**src/rtl/progmem_loader.sv**
```systemverilog
// Byte-stream program loader: assembles {opcode, operand} words and writes them to program memory.
// Optional checksum byte at end of image when PROGMEM_LOADER_CHECKSUM_EN is defined.
//
// state   | meaning
// IDLE    | waiting for start
// COUNT   | accept word count N (0 means DEPTH)
// HI      | accept opcode byte, upper five bits must be zero
// LO      | accept operand byte, write word on next cycle
// CSUM    | accept checksum byte (checksum build only)
// DONE    | image loaded, core released
// ERR     | load failed, core held
module progmem_loader #(
    parameter int PROG_WIDTH = 11,
    parameter int ADDR_WIDTH = 8,
    parameter int DEPTH      = 256
) (
    input  logic                  clk,
    input  logic                  rst_n,
    input  logic                  start,
    input  logic                  in_valid,
    input  logic [7:0]            in_data,
    output logic                  in_ready,
    output logic                  pm_we,
    output logic [ADDR_WIDTH-1:0] pm_addr,
    output logic [PROG_WIDTH-1:0] pm_wdata,
    output logic                  cpu_run,
    output logic                  load_done,
    output logic                  error
);

    typedef enum logic [2:0] {
        S_IDLE  = 3'd0,
        S_COUNT = 3'd1,
        S_HI    = 3'd2,
        S_LO    = 3'd3,
`ifdef PROGMEM_LOADER_CHECKSUM_EN
        S_CSUM  = 3'd4,
`endif
        S_DONE  = 3'd5,
        S_ERR   = 3'd6
    } state_t;

    state_t                state;
    logic [ADDR_WIDTH-1:0] index;
    logic [ADDR_WIDTH:0]   count;
    logic [2:0]            hi_op;
    logic                  accept;
    logic                  last;

    assign accept = in_valid && in_ready;
    assign last   = ({1'b0, index} == (count - (ADDR_WIDTH+1)'(1)));

`ifdef PROGMEM_LOADER_CHECKSUM_EN
    logic [7:0] sum;
    logic [7:0] sum_next;
    assign sum_next = sum + in_data;
`endif

    always_ff @(posedge clk or negedge rst_n) begin
        if (!rst_n) begin
            state     <= S_IDLE;
            in_ready  <= 1'b0;
            pm_we     <= 1'b0;
            pm_addr   <= '0;
            pm_wdata  <= '0;
            cpu_run   <= 1'b0;
            load_done <= 1'b0;
            error     <= 1'b0;
            index     <= '0;
            count     <= '0;
            hi_op     <= '0;
`ifdef PROGMEM_LOADER_CHECKSUM_EN
            sum       <= '0;
`endif
        end else begin
            pm_we     <= 1'b0;
            load_done <= 1'b0;
            // start wins over everything, including a byte offered on the same edge
            if (start) begin
                state    <= S_COUNT;
                in_ready <= 1'b1;
                cpu_run  <= 1'b0;
                error    <= 1'b0;
                index    <= '0;
            end else begin
                unique case (state)
                    S_COUNT: if (accept) begin
                        count <= (in_data == 8'h00) ? (ADDR_WIDTH+1)'(DEPTH)
                                                    : (ADDR_WIDTH+1)'(in_data);
                        index <= '0;
                        state <= S_HI;
`ifdef PROGMEM_LOADER_CHECKSUM_EN
                        sum   <= in_data;
`endif
                    end
                    S_HI: if (accept) begin
                        if (in_data[7:3] != 5'd0) begin
                            state    <= S_ERR;
                            in_ready <= 1'b0;
                            error    <= 1'b1;
                        end else begin
                            hi_op <= in_data[2:0];
                            state <= S_LO;
`ifdef PROGMEM_LOADER_CHECKSUM_EN
                            sum   <= sum_next;
`endif
                        end
                    end
                    S_LO: if (accept) begin
                        pm_we    <= 1'b1;
                        pm_addr  <= index;
                        pm_wdata <= PROG_WIDTH'({hi_op, in_data});
                        index    <= index + 1'b1;
`ifdef PROGMEM_LOADER_CHECKSUM_EN
                        sum      <= sum_next;
`endif
                        if (last) begin
`ifdef PROGMEM_LOADER_CHECKSUM_EN
                            state <= S_CSUM;
`else
                            state    <= S_DONE;
                            in_ready <= 1'b0;
`endif
                        end else begin
                            state <= S_HI;
                        end
                    end
`ifdef PROGMEM_LOADER_CHECKSUM_EN
                    S_CSUM: if (accept) begin
                        in_ready <= 1'b0;
                        if (sum_next == 8'h00) begin
                            state <= S_DONE;
                        end else begin
                            state <= S_ERR;
                            error <= 1'b1;
                        end
                    end
`endif
                    // load_done fires on the first cycle cpu_run goes high
                    S_DONE: begin
                        cpu_run   <= 1'b1;
                        load_done <= !cpu_run;
                    end
                    S_ERR: begin
                        cpu_run <= 1'b0;
                    end
                    default: ;
                endcase
            end
        end
    end

endmodule

```
**config.mk**
```make
export PLATFORM = sky130hd
export DESIGN_NAME = progmem_loader
export DESIGN_NICKNAME = d
export VERILOG_FILES = /design/src/rtl/progmem_loader.sv
export SDC_FILE = /design/constraint.sdc
export NUM_CORES = 1
export LEC_CHECK = 0
export BUFFER_PORTS_ARGS = -buffer_cell sky130_fd_sc_hd__buf_2
export CORE_UTILIZATION = 40
export DETAILED_ROUTE_END_ITERATION = 6
export PLACE_DENSITY = 0.61
export RECOVER_POWER = 100
export SYNTH_ARGS = -nofsm -noshare
export SYNTH_HDL_FRONTEND = slang
export SYNTH_SLANG_ARGS = --single-unit
```
**constraint.sdc**
```tcl
create_clock -name clk -period 3.1 [get_ports clk]
set_input_delay 0.155 -clock clk [delete_from_list [all_inputs] [get_ports clk]]
set_output_delay 0.155 -clock clk [all_outputs]
set_load 0.05 [all_outputs]
```
Yosys cells after proc, flatten, opt, wreduce, memory -nomap -nowiden:

Cells that the tools add are included.

* bits in registers: 47
* input bits: 12

* add/sub/neg operators: 2
* equal/unequal tests: 11
* muxes and demuxes: 29
* bitwise logic cells: 2
* reduce and logical (&&, ||, !) cells: 18

Operators with widths (number)
* 8-bit two-way mux: 3
* 3-bit two-way mux: 6
* 8-bit one-hot mux with 2 select lines: 1
* 1-bit two-way mux: 15
* 3-bit != test (second input constant): 5
* 3-bit AND reduction: 4
* 8-bit by 9-bit == test with 1-bit output: 1
* 9-bit two-way mux: 1
* 3-bit one-hot mux with 3 select lines: 1
* 3-bit nonzero test: 3
* 9-bit by 1-bit subtractor with 9-bit output (second input constant): 1
* 8-bit by 1-bit adder with 8-bit output (second input constant): 1
* 8-bit zero test: 1
* 4-bit AND reduction: 2
* 3-bit by 2-bit == test with 1-bit output (second input constant): 2
* 3-bit == test (second input constant): 2
* 2-bit nonzero test: 3
* 5-bit AND reduction: 1
* 5-bit nonzero test: 1
* 1-bit one-hot mux with 2 select lines: 2
* 4-bit nonzero test: 1
* 3-bit by 1-bit == test with 1-bit output (second input constant): 1
* 1-bit inverter: 2
* 1-bit logical AND: 1
* 1-bit zero test: 1

Longest topological paths before layout:

Gate-level depths: netlist (run 1).

* depth after elaboration: 6
* gate-level depth with buffers: 7
* depth with buffers taken out: 7

Least setup slack after synthesis (run 1):

No wires, ideal clock.

* path kind: register to register
* start: register count[0]
* end: register state[0]
* data arrival time: 2.309 ns
* data required time: 3.024 ns
* setup slack: 0.715 ns
* cell stages (with the launch flop): 8
* path buffers: 0
* period minus slack after synthesis: 2.385 ns
* path through: dfrtp_1 > inv_1 > ha_1 > or3b_1 > or3_1 > a2111o_1 > or4_1 > o21ai_1

* longest elaborated chain between the ends: 6

Ends and longest elaborated chain
* start: declaration: line 45 `logic [ADDR_WIDTH:0] count;`
* start signal: assignment: line 88 `count <= (in_data == 8'h00) ? (ADDR_WIDTH+1)'(DEPTH)`
* 9-bit by 1-bit subtractor with 9-bit output: line 51 `assign last = ({1'b0, index} == (count - (ADDR_WIDTH+1)'(1)));`
* 8-bit by 9-bit == test with 1-bit output: line 51
* 3-bit two-way mux: line 117 `if (last) begin`
* 3-bit two-way mux: line 109 `S_LO: if (accept) begin`
* 3-bit one-hot mux with 3 select lines: line 86 `unique case (state)`
* 3-bit two-way mux: line 79 `if (start) begin`
* end signal: assignment: line 80 `state <= S_COUNT;`
* end signal: assignment: line 91 `state <= S_HI;`
* end signal: assignment: line 121 `state <= S_DONE;`
* end: declaration: line 43 `state_t state;`

No other way between the ends. The select of a mux whose other input is x is not followed.
A chain may end at the register's enable or synchronous reset.

Final worst setup path (run 1):

Same ends and word-level chain as after synthesis.

==> results of run 1 <==
[synthesized netlist by cell type, types with 2 or more instances]
cell | instances | area share (%)
ha_1 | 2 | 1.1
o21ai_1 | 2 | 0.45
nor2b_1 | 4 | 1.1
nand4_1 | 2 | 0.56
nor3_1 | 6 | 1.3
nor2_1 | 17 | 2.9
nor3b_1 | 2 | 0.67
xor2_1 | 2 | 0.78
nand2_1 | 68 | 11
nand2b_1 | 5 | 1.4
nor4_1 | 2 | 0.56
mux2_2 | 11 | 5.5
nand3b_1 | 4 | 1.3
o211ai_1 | 2 | 0.67
inv_1 | 4 | 0.67
and3_1 | 2 | 0.56
nand3_1 | 2 | 0.45
a31oi_1 | 3 | 0.84
clkbuf_1 | 10 | 1.7
xnor2_1 | 8 | 3.1
dfrtp_1 | 47 | 53
a21oi_1 | 6 | 1.3
or4_1 | 3 | 1.0
o21ai_0 | 7 | 1.6
[area by class of cell]
cell class | count | area (um^2) | area share, %
clock buffers | 6 | 82.6 | 3.22
clock inverters | 2 | 35.0 | 1.37
inverters | 4 | 15.0 | 0.586
multi-input cells | 177 | 1010 | 39.4
flip-flops and latches | 47 | 1180 | 45.9
well taps | 70 | 87.6 | 3.42
repair buffers | 38 | 155 | 6.06
[report_power, final]
part / total (uW) / switching [uW] / internal, uW
clock network: 464 / 203 / 261
logic: 419 / 282 / 137
registers: 767 / 77.2 / 690
[state kept, by name, summed over array words and instances (netlist names)]
register,count
in_ready,1
pm_wdata,11
state,3
load_done,1
hi_op,3
cpu_run,1
error,1
pm_we,1
pm_addr,8
count,9
index,8
[per-stage QoR]
step                worst slack [ps]  cell area (um^2)  std cells  util (%)  hold WS, ps
floorplan                        715              2240        238         -         -141
global placement                 660              2490        336      47.5          377
detailed placement               590              2490        336      47.5          386
CTS                              575              2600        344      49.7         67.2
global route                     393              2560        344      48.9         69.9
finish                           548              2560        344      48.9         73.4
[final timing paths]
path | start | to | slack (ps) | cells past startpoint
min in group asynchronous | rst_n | cpu_run | 620 | 1
worst min-delay path | in_data[7] | pm_wdata[7] | 70 | 3
max in group asynchronous | rst_n | count[2] | 1060 | 1
worst max register to register | count[0] | state[0] | 550 | 7
worst min register to register | hi_op[0] | pm_wdata[8] | 480 | 2
worst max-delay path | count[0] | state[0] | 550 | 7
[kinds of logic (layout without fill, tap and decap cells)]
logic type / Yosys count / count (layout) / synth area share, %
simple gates: 124 / 124 / 25.8
flops: 47 / 47 / 52.5
compound gates: 30 / 30 / 8.72
buf+inv: 14 / 50 / 2.35
mux: 11 / 11 / 5.53
xor+xnor: 10 / 10 / 3.91
fa+ha+maj: 2 / 2 / 1.12
[metal layers]
metal / track usage, % / up-vias / part of all wire (%)
met4: 5.77 / 0 / 1.1
met2: 29.4 / 27 / 46
met1: 25.8 / 847 / 49
met3: 3.45 / 5 / 3.5
li1: - / 878 / -
met5: 0 / - / 0
[critical path, delay by kind of cell (launching register included)]
family	cells	cell delay [ps]
AO/OA/AOI/OAI	2	560
buffers and inverters	1	70
flip-flops	1	430
adder cells (fa/ha/maj)	1	180
AND/OR/NAND/NOR	3	1250
==> flow_summary.rst, run 1 <==
.. list-table::
   :header-rows: 1

   * - Metric
     - Value
   * - Die height
     - 76.8 um
   * - PortBufs
     - 35
   * - Fraction of synthesis flops using an asynchronous set or reset pin
     - 100%
   * - Critical Path Fanout Max
     - 5
   * - Number of slew-limit violations in the final report
     - 48
   * - Mapped Cells
     - 238
   * - Ratio of cells with drive above 1 in the final layout
     - 11.3%
   * - Violated checks
     - max-capacitance violations, max-slew violations
   * - Outcome
     - finished, violations left
   * - EDFF count, synth
     - 0
   * - Kind of capture point of the worst setup path
     - flip-flop
   * - Post-layout min period
     - 2550 ps
   * - Worst rel slew slack
     - -67.6%
   * - Most frequent cells in the layout
     - 68 x nand2_1, 47 x dfrtp_1, 28 x clkbuf_1
   * - Syn Nets
     - 252
   * - Pin count of the biggest net entering global routing
     - 48
   * - Worst-path clk slew
     - 90 ps
   * - Root Buffer
     - clkbuf_8
   * - Unrepaired setup endpoints after global routing
     - no
   * - Clk_lat worst skew
     - 300 ps
   * - Kind of critical path
     - flip-flop to flip-flop
   * - Average instance area after synthesis
     - 9.41 um^2
   * - Critical Path Slowest Stage Cell
     - or4_1
   * - Final cycle utilization of the critical path
     - 82.3%
   * - Global-route wire length before repair
     - 8.69 mm
   * - Setup TNS
     - 0 ps
   * - Hold-fix buffers, CTS
     - 0
   * - Max-cap check violation count
     - 1
   * - Drt total wl
     - 4.73 mm
   * - Floorplan die area
     - 0.00590 mm^2
   * - CTS tree
     - done
   * - Filler instances
     - 506
   * - Crit path arrival time
     - 2780 ps
   * - Worst clock skew
     - 4.29 ps
   * - Via count of the routed design
     - 1,757
   * - Width of the chip
     - 76.8 um
   * - Number of nets with antenna violations after routing
     - 0
   * - Area growth syn-to-layout
     - 14.4%
   * - Highest achievable clock rate
     - 0.392 GHz
   * - Overall power of the completed layout
     - 1650 uW
   * - Number of buffers added by the clock tree synthesis step
     - 5
   * - Mean number of vias per cell
     - 5.11
   * - Placer's final routability congestion estimate
     - 0.771
   * - Total number of clock tree sinks
     - 47
   * - Post-synthesis sequential area ratio
     - 52.5%
   * - Placeable core region
     - 0.00524 mm^2
   * - Layout Nets
     - 287
   * - Power density over cell area
     - 644 mW/mm^2
   * - DP Wirelength
     - 3.24 mm
   * - Fin. Hold Viols
     - 0
   * - First-pass iteration count of the detailed router
     - 4
   * - Global routing usage summed across all routing layers
     - 18.6%
   * - Number of antenna violations at the first check in global routing
     - 0
   * - DRC violations left
     - 0
   * - Critical Path Start Type
     - flip-flop
   * - Count of H-tree levels built during CTS
     - 2
   * - Slew at the pin closest to its max-slew limit
     - 2510 ps
   * - Most common cell after layout, fill and taps aside
     - nand2_1
   * - Number of top-level pins
     - 36
   * - Hold Crit Class
     - primary input to flip-flop
   * - Slowest Stage Delay on Critical Path
     - 540 ps
   * - Post-CTS repair timing setup buffer count
     - 0
   * - Via count of the first global-routing pass
     - 1,815
   * - Starting Density
     - 42.7%
   * - Worst-path cell chain
     - inv_1 > ha_1 > or3b_1 > or3_1 > a2111o_1 > or4_1 > o21ai_0
   * - Count of antenna diodes in the layout
     - 0
   * - Leakage component of the power
     - 0.00118 uW
   * - Final setup violation count
     - 0
   * - Synth warnings
     - 0
   * - Count of distinct cell types in the synthesized netlist
     - 41
   * - First DRT Iteration DRCs
     - 78
   * - Maximum number of buffers from clock root to sink
     - 2
   * - WL per Instance
     - 13.8 um
   * - Leading register cell type out of synthesis
     - dfrtp_1
   * - Syn Std Cell Area
     - 0.00224 mm^2
   * - Number of placement rows
     - 26
   * - Number of register bits inferred by synthesis
     - 47
   * - Required arrival time at the worst endpoint
     - 3330 ps
   * - VDD IR max
     - 0.383 mV
   * - Post-cts resize count
     - 0
   * - Total gr overflow
     - 0
Power figures use the tool's default switching activity.
==> inputs of run 2 (changes only) <==
ABC_AREA = 1   (was default)
PLACE_DENSITY = 0.63   (was 0.61)
clock period = 2.2 ns   (was 3.1 ns; I/O delays follow)
==> run 2 against run 1 <==
  * The run now ends clean
  * Sequential share of layout area down 2.4 points
  * Global-route usage about the same
  * Sequential cell count unchanged
  * Via count up 17%
==> flow_summary.rst, run 2 <==
.. list-table::
   :header-rows: 1

   * - Metric
     - Value
   * - Width of the chip
     - 79.4 um (was 76.8 um)
   * - Post-CTS repair timing setup buffer count
     - 0 (unchanged)
   * - Number of slew-limit violations in the final report
     - 0 (was 48)
   * - Floorplan die area
     - 0.00631 mm^2 (was 0.00590 mm^2)
   * - Mean number of vias per cell
     - 4.90 (was 5.11)
   * - Required arrival time at the worst endpoint
     - 2400 ps (was 3330 ps)
   * - Number of buffers added by the clock tree synthesis step
     - 5 (unchanged)
   * - Most common cell after layout, fill and taps aside
     - nand2_1 (unchanged)
   * - Total number of clock tree sinks
     - 47 (unchanged)
   * - Slowest Stage Delay on Critical Path
     - 430 ps (was 540 ps)
   * - Filler instances
     - 617 (was 506)
   * - Global-route wire length before repair
     - 9.13 mm (was 8.69 mm)
   * - Largest cells by area after synthesis
     - dfrtp_1 49%, nand2_1 15%, inv_1 5.9% (was dfrtp_1 53%, nand2_1 11%, mux2_2 5.5%)
   * - Number of antenna violations at the first check in global routing
     - 0 (unchanged)
   * - Die height
     - 79.4 um (was 76.8 um)
   * - Design internal power
     - 1900 uW (was 1090 uW)
   * - Core Util, Final
     - 47.9% (was 48.9%)
   * - VDD IR max
     - 0.662 mV (was 0.383 mV)
   * - Sequential Power Share
     - 36.8% (was 46.5%)
   * - Worst-path cell chain
     - inv_1 > nand2_2 > nand2_1 > inv_2 > nor2_1 > nand2_2 > nor2_4 > nand2_1 > nor2_2 > a21oi_1 > o21ai_0 > inv_1 (was inv_1 > ha_1 > or3b_1 > or3_1 > a2111o_1 > or4_1 > o21ai_0)
   * - CTS tree
     - done (unchanged)
   * - DP Wirelength
     - 3.93 mm (was 3.24 mm)
   * - Cell with the most instances after synthesis
     - nand2_1 (unchanged)
   * - Synth warnings
     - 0 (unchanged)
   * - Fraction of synthesis flops using an asynchronous set or reset pin
     - 100% (unchanged)
   * - Worst clock skew
     - 5.99 ps (was 4.29 ps)
   * - Cell Area, Placed
     - 0.00265 mm^2 (was 0.00249 mm^2)
   * - EDFF count, synth
     - 0 (unchanged)
   * - Syn Nets
     - 320 (was 252)
   * - Number of nets with antenna violations after routing
     - 0 (unchanged)
   * - Via count of the first global-routing pass
     - 1,955 (was 1,815)
   * - Area share of the largest cell type after synthesis
     - 49.0% (was 52.5%)
   * - Outcome
     - completed (was finished, violations left)
   * - Worst rel slew slack
     - 17.8% (was -67.6%)
   * - Placer's final routability congestion estimate
     - 0.914 (was 0.771)
   * - Syn Std Cell Area
     - 0.00240 mm^2 (was 0.00224 mm^2)
   * - Setup TNS
     - 0 ps (unchanged)
   * - Count of H-tree levels built during CTS
     - 2 (unchanged)
   * - Leakage component of the power
     - 0.00137 uW (was 0.00118 uW)
   * - Starting Density
     - 42.5% (was 42.7%)
   * - Leading register cell type out of synthesis
     - dfrtp_1 (unchanged)
   * - Highest achievable clock rate
     - 0.517 GHz (was 0.392 GHz)
   * - Pin count of the biggest net entering global routing
     - 34 (was 48)
   * - Area growth syn-to-layout
     - 12.6% (was 14.4%)
   * - Unrepaired setup endpoints after global routing
     - no (unchanged)
   * - NetSw
     - 1510 uW (was 562 uW)
   * - Final Instance Area
     - 0.00270 mm^2 (was 0.00256 mm^2)
   * - Worst-path clk slew
     - 90 ps (about the same)
   * - Hold Crit Class
     - primary input to flip-flop (unchanged)
   * - Maximum number of buffers from clock root to sink
     - 2 (unchanged)
   * - WL per Instance
     - 12.2 um (was 13.8 um)
   * - Worst Hold Path Cells
     - 2 (was 3)
   * - Critical Path Fanout Max
     - 8 (was 5)
   * - Comb pwr share
     - 41.2% (was 25.4%)
   * - Ratio of cells with drive above 1 in the final layout
     - 8.31% (was 11.3%)
   * - Kind of critical path
     - flip-flop to flip-flop (unchanged)
   * - Number of register bits inferred by synthesis
     - 47 (unchanged)
   * - Global routing usage summed across all routing layers
     - 18.6% (about the same)
   * - Post-layout min period
     - 1930 ps (was 2550 ps)
   * - Worst Reg-to-Reg Cells
     - 12 (was 7)
   * - Via count of the routed design
     - 2,062 (was 1,757)
   * - Number of flip-flops under the largest register name
     - 11 (unchanged)
   * - Power share of the clock group
     - 22.0% (was 28.1%)
   * - Critical Path Start Type
     - flip-flop (unchanged)
   * - Count of distinct cell types in the synthesized netlist
     - 28 (was 41)
   * - Total gr overflow
     - 0 (unchanged)
   * - Registers with the most flip-flops
     - pm_wdata (11), count (9) (unchanged)
   * - Slew at the pin closest to its max-slew limit
     - 1230 ps (was 2510 ps)
   * - Post-synthesis sequential area ratio
     - 49.0% (was 52.5%)
   * - Final setup violation count
     - 0 (unchanged)
   * - First DRT Iteration DRCs
     - 174 (was 78)
   * - Number of placement rows
     - 27 (was 26)
   * - Kind of capture point of the worst setup path
     - flip-flop (unchanged)
   * - Average instance area after synthesis
     - 7.84 um^2 (was 9.41 um^2)
   * - Most frequent cells in the layout
     - 101 x nand2_1, 47 x dfrtp_1, 38 x inv_1 (was 68 x nand2_1, 47 x dfrtp_1, 28 x clkbuf_1)
   * - DRC violations left
     - 0 (unchanged)
   * - Placeable core region
     - 0.00564 mm^2 (was 0.00524 mm^2)
   * - Register containing the most flip-flops in the final layout
     - pm_wdata (unchanged)
   * - Drt total wl
     - 5.15 mm (was 4.73 mm)
   * - Power density over cell area
     - 1260 mW/mm^2 (was 644 mW/mm^2)
   * - Crit path arrival time
     - 2130 ps (was 2780 ps)
   * - Root Buffer
     - clkbuf_8 (unchanged)
   * - Synth top cells by count
     - 99 x nand2_1, 47 x dfrtp_1, 38 x inv_1 (was 68 x nand2_1, 47 x dfrtp_1, 17 x nor2_1)
   * - Overall power of the completed layout
     - 3410 uW (was 1650 uW)
   * - Post-cts resize count
     - 0 (unchanged)
   * - Critical Path Slowest Stage Cell
     - nor2_1 (was or4_1)
   * - Fin. Hold Viols
     - 0 (unchanged)
   * - PortBufs
     - 35 (unchanged)
   * - Number of top-level pins
     - 36 (unchanged)
   * - Max-cap check violation count
     - 0 (was 1)
   * - Count of antenna diodes in the layout
     - 0 (unchanged)
   * - Clk_lat worst skew
     - 300 ps (about the same)
   * - Fraction of power spent switching nets
     - 44.2% (was 34.1%)
   * - Number of instances in the placed design
     - 412 (was 336)
   * - Final cycle utilization of the critical path
     - 87.8% (was 82.3%)
   * - Non-Filler Instances
     - 421 (was 344)
   * - Mapped Cells
     - 306 (was 238)
   * - Cell type with the highest aggregate area in the netlist
     - dfrtp_1 (unchanged)
   * - Layout Nets
     - 362 (was 287)
   * - First-pass iteration count of the detailed router
     - 4 (unchanged)
run 2: cell count changes in the layout (fill, tap and decap cells not counted), moves of 5 or more:
cell      delta
inv_1       +34
nand2_1     +33
o21ai_0     +24
nand3_1     +15
nor2_1      +14
mux2_2      -11
xnor2_1      -6
nand2b_1     -5
run 2: final cells by class:
type	instances	area, um^2	share of cell area (%)
sequential	47	1180	43.6
multi-input combinational	214	977	36.2
timing repair buffer	39	166	6.16
inverter	41	154	5.70
tap	72	90.1	3.34
clock buffer	5	68.8	2.55
clock inverter	3	67.6	2.50
run 2: kinds of logic (layout without fill, tap and decap cells):
| kind of cell | count (synthesis) | count (layout) | share of synthesized area [%] |
|---|---|---|---|
| xor gates and xnor gates | 4 | 4 | 1.46 |
| adders and majority gates | 2 | 2 | 1.04 |
| and+or+nand+nor | 164 | 164 | 28.7 |
| DFF | 47 | 47 | 49.0 |
| AOI/OAI and AO/OA | 44 | 44 | 11.8 |
| buffers and inverters | 45 | 88 | 7.98 |
run 2: per-stage QoR:
| stage | worst slack, ps | hold slack [ps] |
|---|---|---|
| after floorplan | 428 | -186 |
| after global placement | 364 | 116 |
| after detailed placement | 324 | 112 |
| after CTS | 293 | 51.6 |
| after global routing | 65.8 | 64.5 |
| final | 267 | 58.6 |
run 2: per-layer routing:
metal	wire length (um)	GRT usage (%)
met1	2530	26.0
met2	2390	29.3
met3	186	3.43
met4	44	5.64
met5	0	0
run 2: worst max-delay path, delay by kind of cell (launching register included):
family,cells,cell delay (ps)
and+or+nand+nor,7,1070
buffers and inverters,3,210
DFF,1,410
AOI/OAI and AO/OA,2,130
run 2: timing repair:
item	4_1_cts	5_1_grt
endpoints found under the setup margin	0	0
endpoints found under the hold margin	21	0
hold buffers	1	0
run 2: power by group through the flow:
| stage | Sequential (uW) | Combinational, uW | Clock (uW) |
|---|---|---|---|
| 6_report | 1250 | 1400 | 750 |
| 5_1_grt | 1290 | 1590 | 805 |
| 4_1_cts | 1250 | 1500 | 767 |
| 3_5_place_dp | 1270 | 1490 | 0 |
| 3_3_place_gp | 1260 | 1480 | 0 |
| 2_1_floorplan | 1600 | 832 | 0 |
run 2: final timing paths:
kind	startpoint	end	slack (ps)
max	state[2]	index[7]	270
min	start	load_done	60
max reg2reg	state[2]	index[7]	270
min reg2reg	cpu_run	load_done	470
max in group asynchronous	rst_n	state[1]	460
min in group asynchronous	rst_n	count[0]	590
==> inputs of run 3 (changes only) <==
CORE_UTILIZATION = 35   (was 40)
PLACE_DENSITY = 0.56   (was 0.63)
==> run 3 against run 2 <==
  * The run now ends with design-rule violations, max-capacitance violations, max-slew violations left
  * Global-route usage is 2.1 points lower
  * Cell area is 0.88% lower
  * Clock-buffer cell count rose by 3
  * Critical path depth shrank 4
  * Non-clock buffer count did not move
  * Clock power down 24%
  * Maximum frequency increased by 4.6%
  * Sequential share of layout area grew 0.39 points
  * Highest routed layer unchanged
  * Die area up 14%
  * First-iteration DRC count down 31%
  * Setup slack gained 85 ps
  * Final cell count grew 1.2%
==> flow_summary.rst, run 3 (synthesis gave the netlist of run 2 again) <==
.. list-table::
   :header-rows: 1

   * - Metric
     - Value
   * - Post-layout min period
     - 1850 ps (was 1930 ps)
   * - Highest achievable clock rate
     - 0.541 GHz (was 0.517 GHz)
   * - Mean number of vias per cell
     - 4.68 (was 4.90)
   * - Most frequent cells in the layout
     - 101 x nand2_1, 47 x dfrtp_1, 38 x inv_1 (unchanged)
   * - Worst flop-to-flop path endpoint
     - index[0] (was index[7])
   * - Final setup violation count
     - 0 (unchanged)
   * - Number of buffers added by the clock tree synthesis step
     - 5 (unchanged)
   * - Power density over cell area
     - 1210 mW/mm^2 (was 1260 mW/mm^2)
   * - Ratio of cells with drive above 1 in the final layout
     - 8.31% (unchanged)
   * - Kind of capture point of the worst setup path
     - flip-flop (unchanged)
   * - Registers with the most flip-flops
     - pm_wdata (11), count (9) (unchanged)
   * - Die height
     - 84.8 um (was 79.4 um)
   * - Worst-path cell chain
     - inv_1 > nand2_1 > nor2_2 > nand2_2 > nor2_4 > inv_2 > nor2_1 > o21bai_1 (was inv_1 > nand2_2 > nand2_1 > inv_2 > nor2_1 > nand2_2 > nor2_4 > nand2_1 > nor2_2 > a21oi_1 > o21ai_0 > inv_1)
   * - Worst-path clk slew
     - 90 ps (about the same)
   * - DRC violations left
     - 1 (was 0)
   * - Number of antenna violations at the first check in global routing
     - 0 (unchanged)
   * - Register containing the most flip-flops in the final layout
     - pm_wdata (unchanged)
   * - Drt total wl
     - 5.45 mm (was 5.15 mm)
   * - Reg-to-reg slack, setup
     - 350 ps (was 270 ps)
   * - Critical Path Slowest Stage Cell
     - dfrtp_1 (was nor2_1)
   * - Count of antenna diodes in the layout
     - 0 (unchanged)
   * - Via count of the routed design
     - 1,992 (was 2,062)
   * - Worst-case hold path end point
     - load_done (unchanged)
   * - Width of the chip
     - 84.8 um (was 79.4 um)
   * - Setup TNS
     - 0 ps (unchanged)
   * - Violated checks
     - design-rule violations, max-capacitance violations, max-slew violations
   * - Slew at the pin closest to its max-slew limit
     - 1500 ps (was 1230 ps)
   * - Fin. Hold Viols
     - 0 (unchanged)
   * - Outcome
     - finished, violations left (was completed)
   * - First-pass iteration count of the detailed router
     - 6 (was 4)
   * - Number of slew-limit violations in the final report
     - 7 (was 0)
   * - Slowest Stage Delay on Critical Path
     - 410 ps (was 430 ps)
   * - Worst rel slew slack
     - -0.00339% (was 17.8%)
   * - Total number of clock tree sinks
     - 47 (unchanged)
   * - Maximum number of buffers from clock root to sink
     - 2 (unchanged)
   * - First DRT Iteration DRCs
     - 120 (was 174)
   * - Kind of critical path
     - flip-flop to flip-flop (unchanged)
   * - Pin count of the biggest net entering global routing
     - 34 (unchanged)
   * - Number of top-level pins
     - 36 (unchanged)
   * - Non-Filler Instances
     - 426 (was 421)
   * - Leakage component of the power
     - 0.00136 uW (was 0.00137 uW)
   * - Area growth syn-to-layout
     - 11.6% (was 12.6%)
   * - WL per Instance
     - 12.8 um (was 12.2 um)
   * - Global-route wire length before repair
     - 9.25 mm (was 9.13 mm)
   * - Worst clock skew
     - 7.51 ps (was 5.99 ps)
   * - Global routing usage summed across all routing layers
     - 16.6% (was 18.6%)
   * - Starting Density
     - 36.9% (was 42.5%)
   * - Placer's final routability congestion estimate
     - 0.929 (was 0.914)
   * - Hold Crit Class
     - primary input to flip-flop (unchanged)
   * - Root Buffer
     - clkbuf_8 (unchanged)
   * - CTS tree
     - done (unchanged)
   * - VDD IR max
     - 0.443 mV (was 0.662 mV)
   * - Placeable core region
     - 0.00649 mm^2 (was 0.00564 mm^2)
   * - Worst Hold Path Cells
     - 2 (unchanged)
   * - Worst Reg-to-Reg Cells
     - 8 (was 12)
   * - Via count of the first global-routing pass
     - 1,929 (was 1,955)
   * - DP Wirelength
     - 4.04 mm (was 3.93 mm)
   * - Floorplan die area
     - 0.00719 mm^2 (was 0.00631 mm^2)
   * - Number of flip-flops under the largest register name
     - 11 (unchanged)
   * - Unrepaired setup endpoints after global routing
     - no (unchanged)
   * - Crit path arrival time
     - 2070 ps (was 2130 ps)
   * - Critical Path Fanout Max
     - 33 (was 8)
   * - Most common cell after layout, fill and taps aside
     - nand2_1 (unchanged)
   * - Crit-path leading delay family
     - simple AND/OR/NAND/NOR gates (unchanged)
   * - Number of placement rows
     - 29 (was 27)
   * - PortBufs
     - 35 (unchanged)
   * - Max-cap check violation count
     - 1 (was 0)
   * - Hold path startpoint
     - start (unchanged)
   * - Reg-to-Reg Start
     - state[2] (unchanged)
   * - Required arrival time at the worst endpoint
     - 2420 ps (was 2400 ps)
   * - Number of instances in the placed design
     - 417 (was 412)
   * - Layout Nets
     - 362 (unchanged)
   * - Count of H-tree levels built during CTS
     - 2 (unchanged)
   * - Number of nets with antenna violations after routing
     - 0 (unchanged)
   * - Critical Path Start Type
     - flip-flop (unchanged)
   * - Final cycle utilization of the critical path
     - 84.0% (was 87.8%)
   * - Critical path launch point
     - state[2] (unchanged)
   * - Clk_lat worst skew
     - 300 ps (about the same)
   * - Total gr overflow
     - 0 (unchanged)
   * - Buffers & Inverters on Critical Path
     - 2 (was 3)
==> run 3: final cells by class <==
| class | count | area (um^2) |
|---|---|---|
| Multi-Input combinational cell | 214 | 982 |
| Clock buffer | 8 | 100 |
| Fill cell | 707 | 3820 |
| Timing Repair Buffer | 39 | 168 |
| Tap cell | 77 | 96.3 |
| Sequential cell | 47 | 1180 |
| Inverter | 41 | 154 |
==> run 3: power breakdown <==
part | switching (uW) | internal, uW
Combinational | 1040 | 382
Sequential | 188 | 1070
Clock | 285 | 287
==> run 3: metrics by stage <==
step	utilization, %	cell area (um^2)	hold slack, ps	worst slack (ps)	power, uW
6_report	41.2	2680	58.8	352	3250
5_1_grt	41.2	2680	55.2	83.6	3500
2_1_floorplan	-	2400	-186	428	2430
3_3_place_gp	40.9	2660	161	320	2750
3_5_place_dp	40.9	2660	166	280	2770
4_1_cts	42.6	2770	48.6	259	3350
==> run 3: worst max path at each step <==
stage                     to  slack [ps]  cells after the start
floorplan           index[7]         430                     11
global placement    index[0]         320                      8
detailed placement  index[0]         280                      8
CTS                 index[0]         260                      8
global route        count[0]          80                      3
finish              index[0]         350                      8
==> run 3: repair_timing <==
| item | 4_1_cts | 5_1_grt |
|---|---|---|
| hold endpoints to repair | 25 | 0 |
| hold buffers | 1 | 0 |
| gates resized for setup | 0 | 0 |
| setup buffers | 0 | 0 |
==> run 3: per-layer routing <==
metal  GRT usage, %  part of all wire [%]  routed length, um
met1           23.2                    51               2760
met2           26.1                    45               2470
met3           2.95                   2.7                145
met4           5.39                   1.3                 69
met5              0                     0                  0
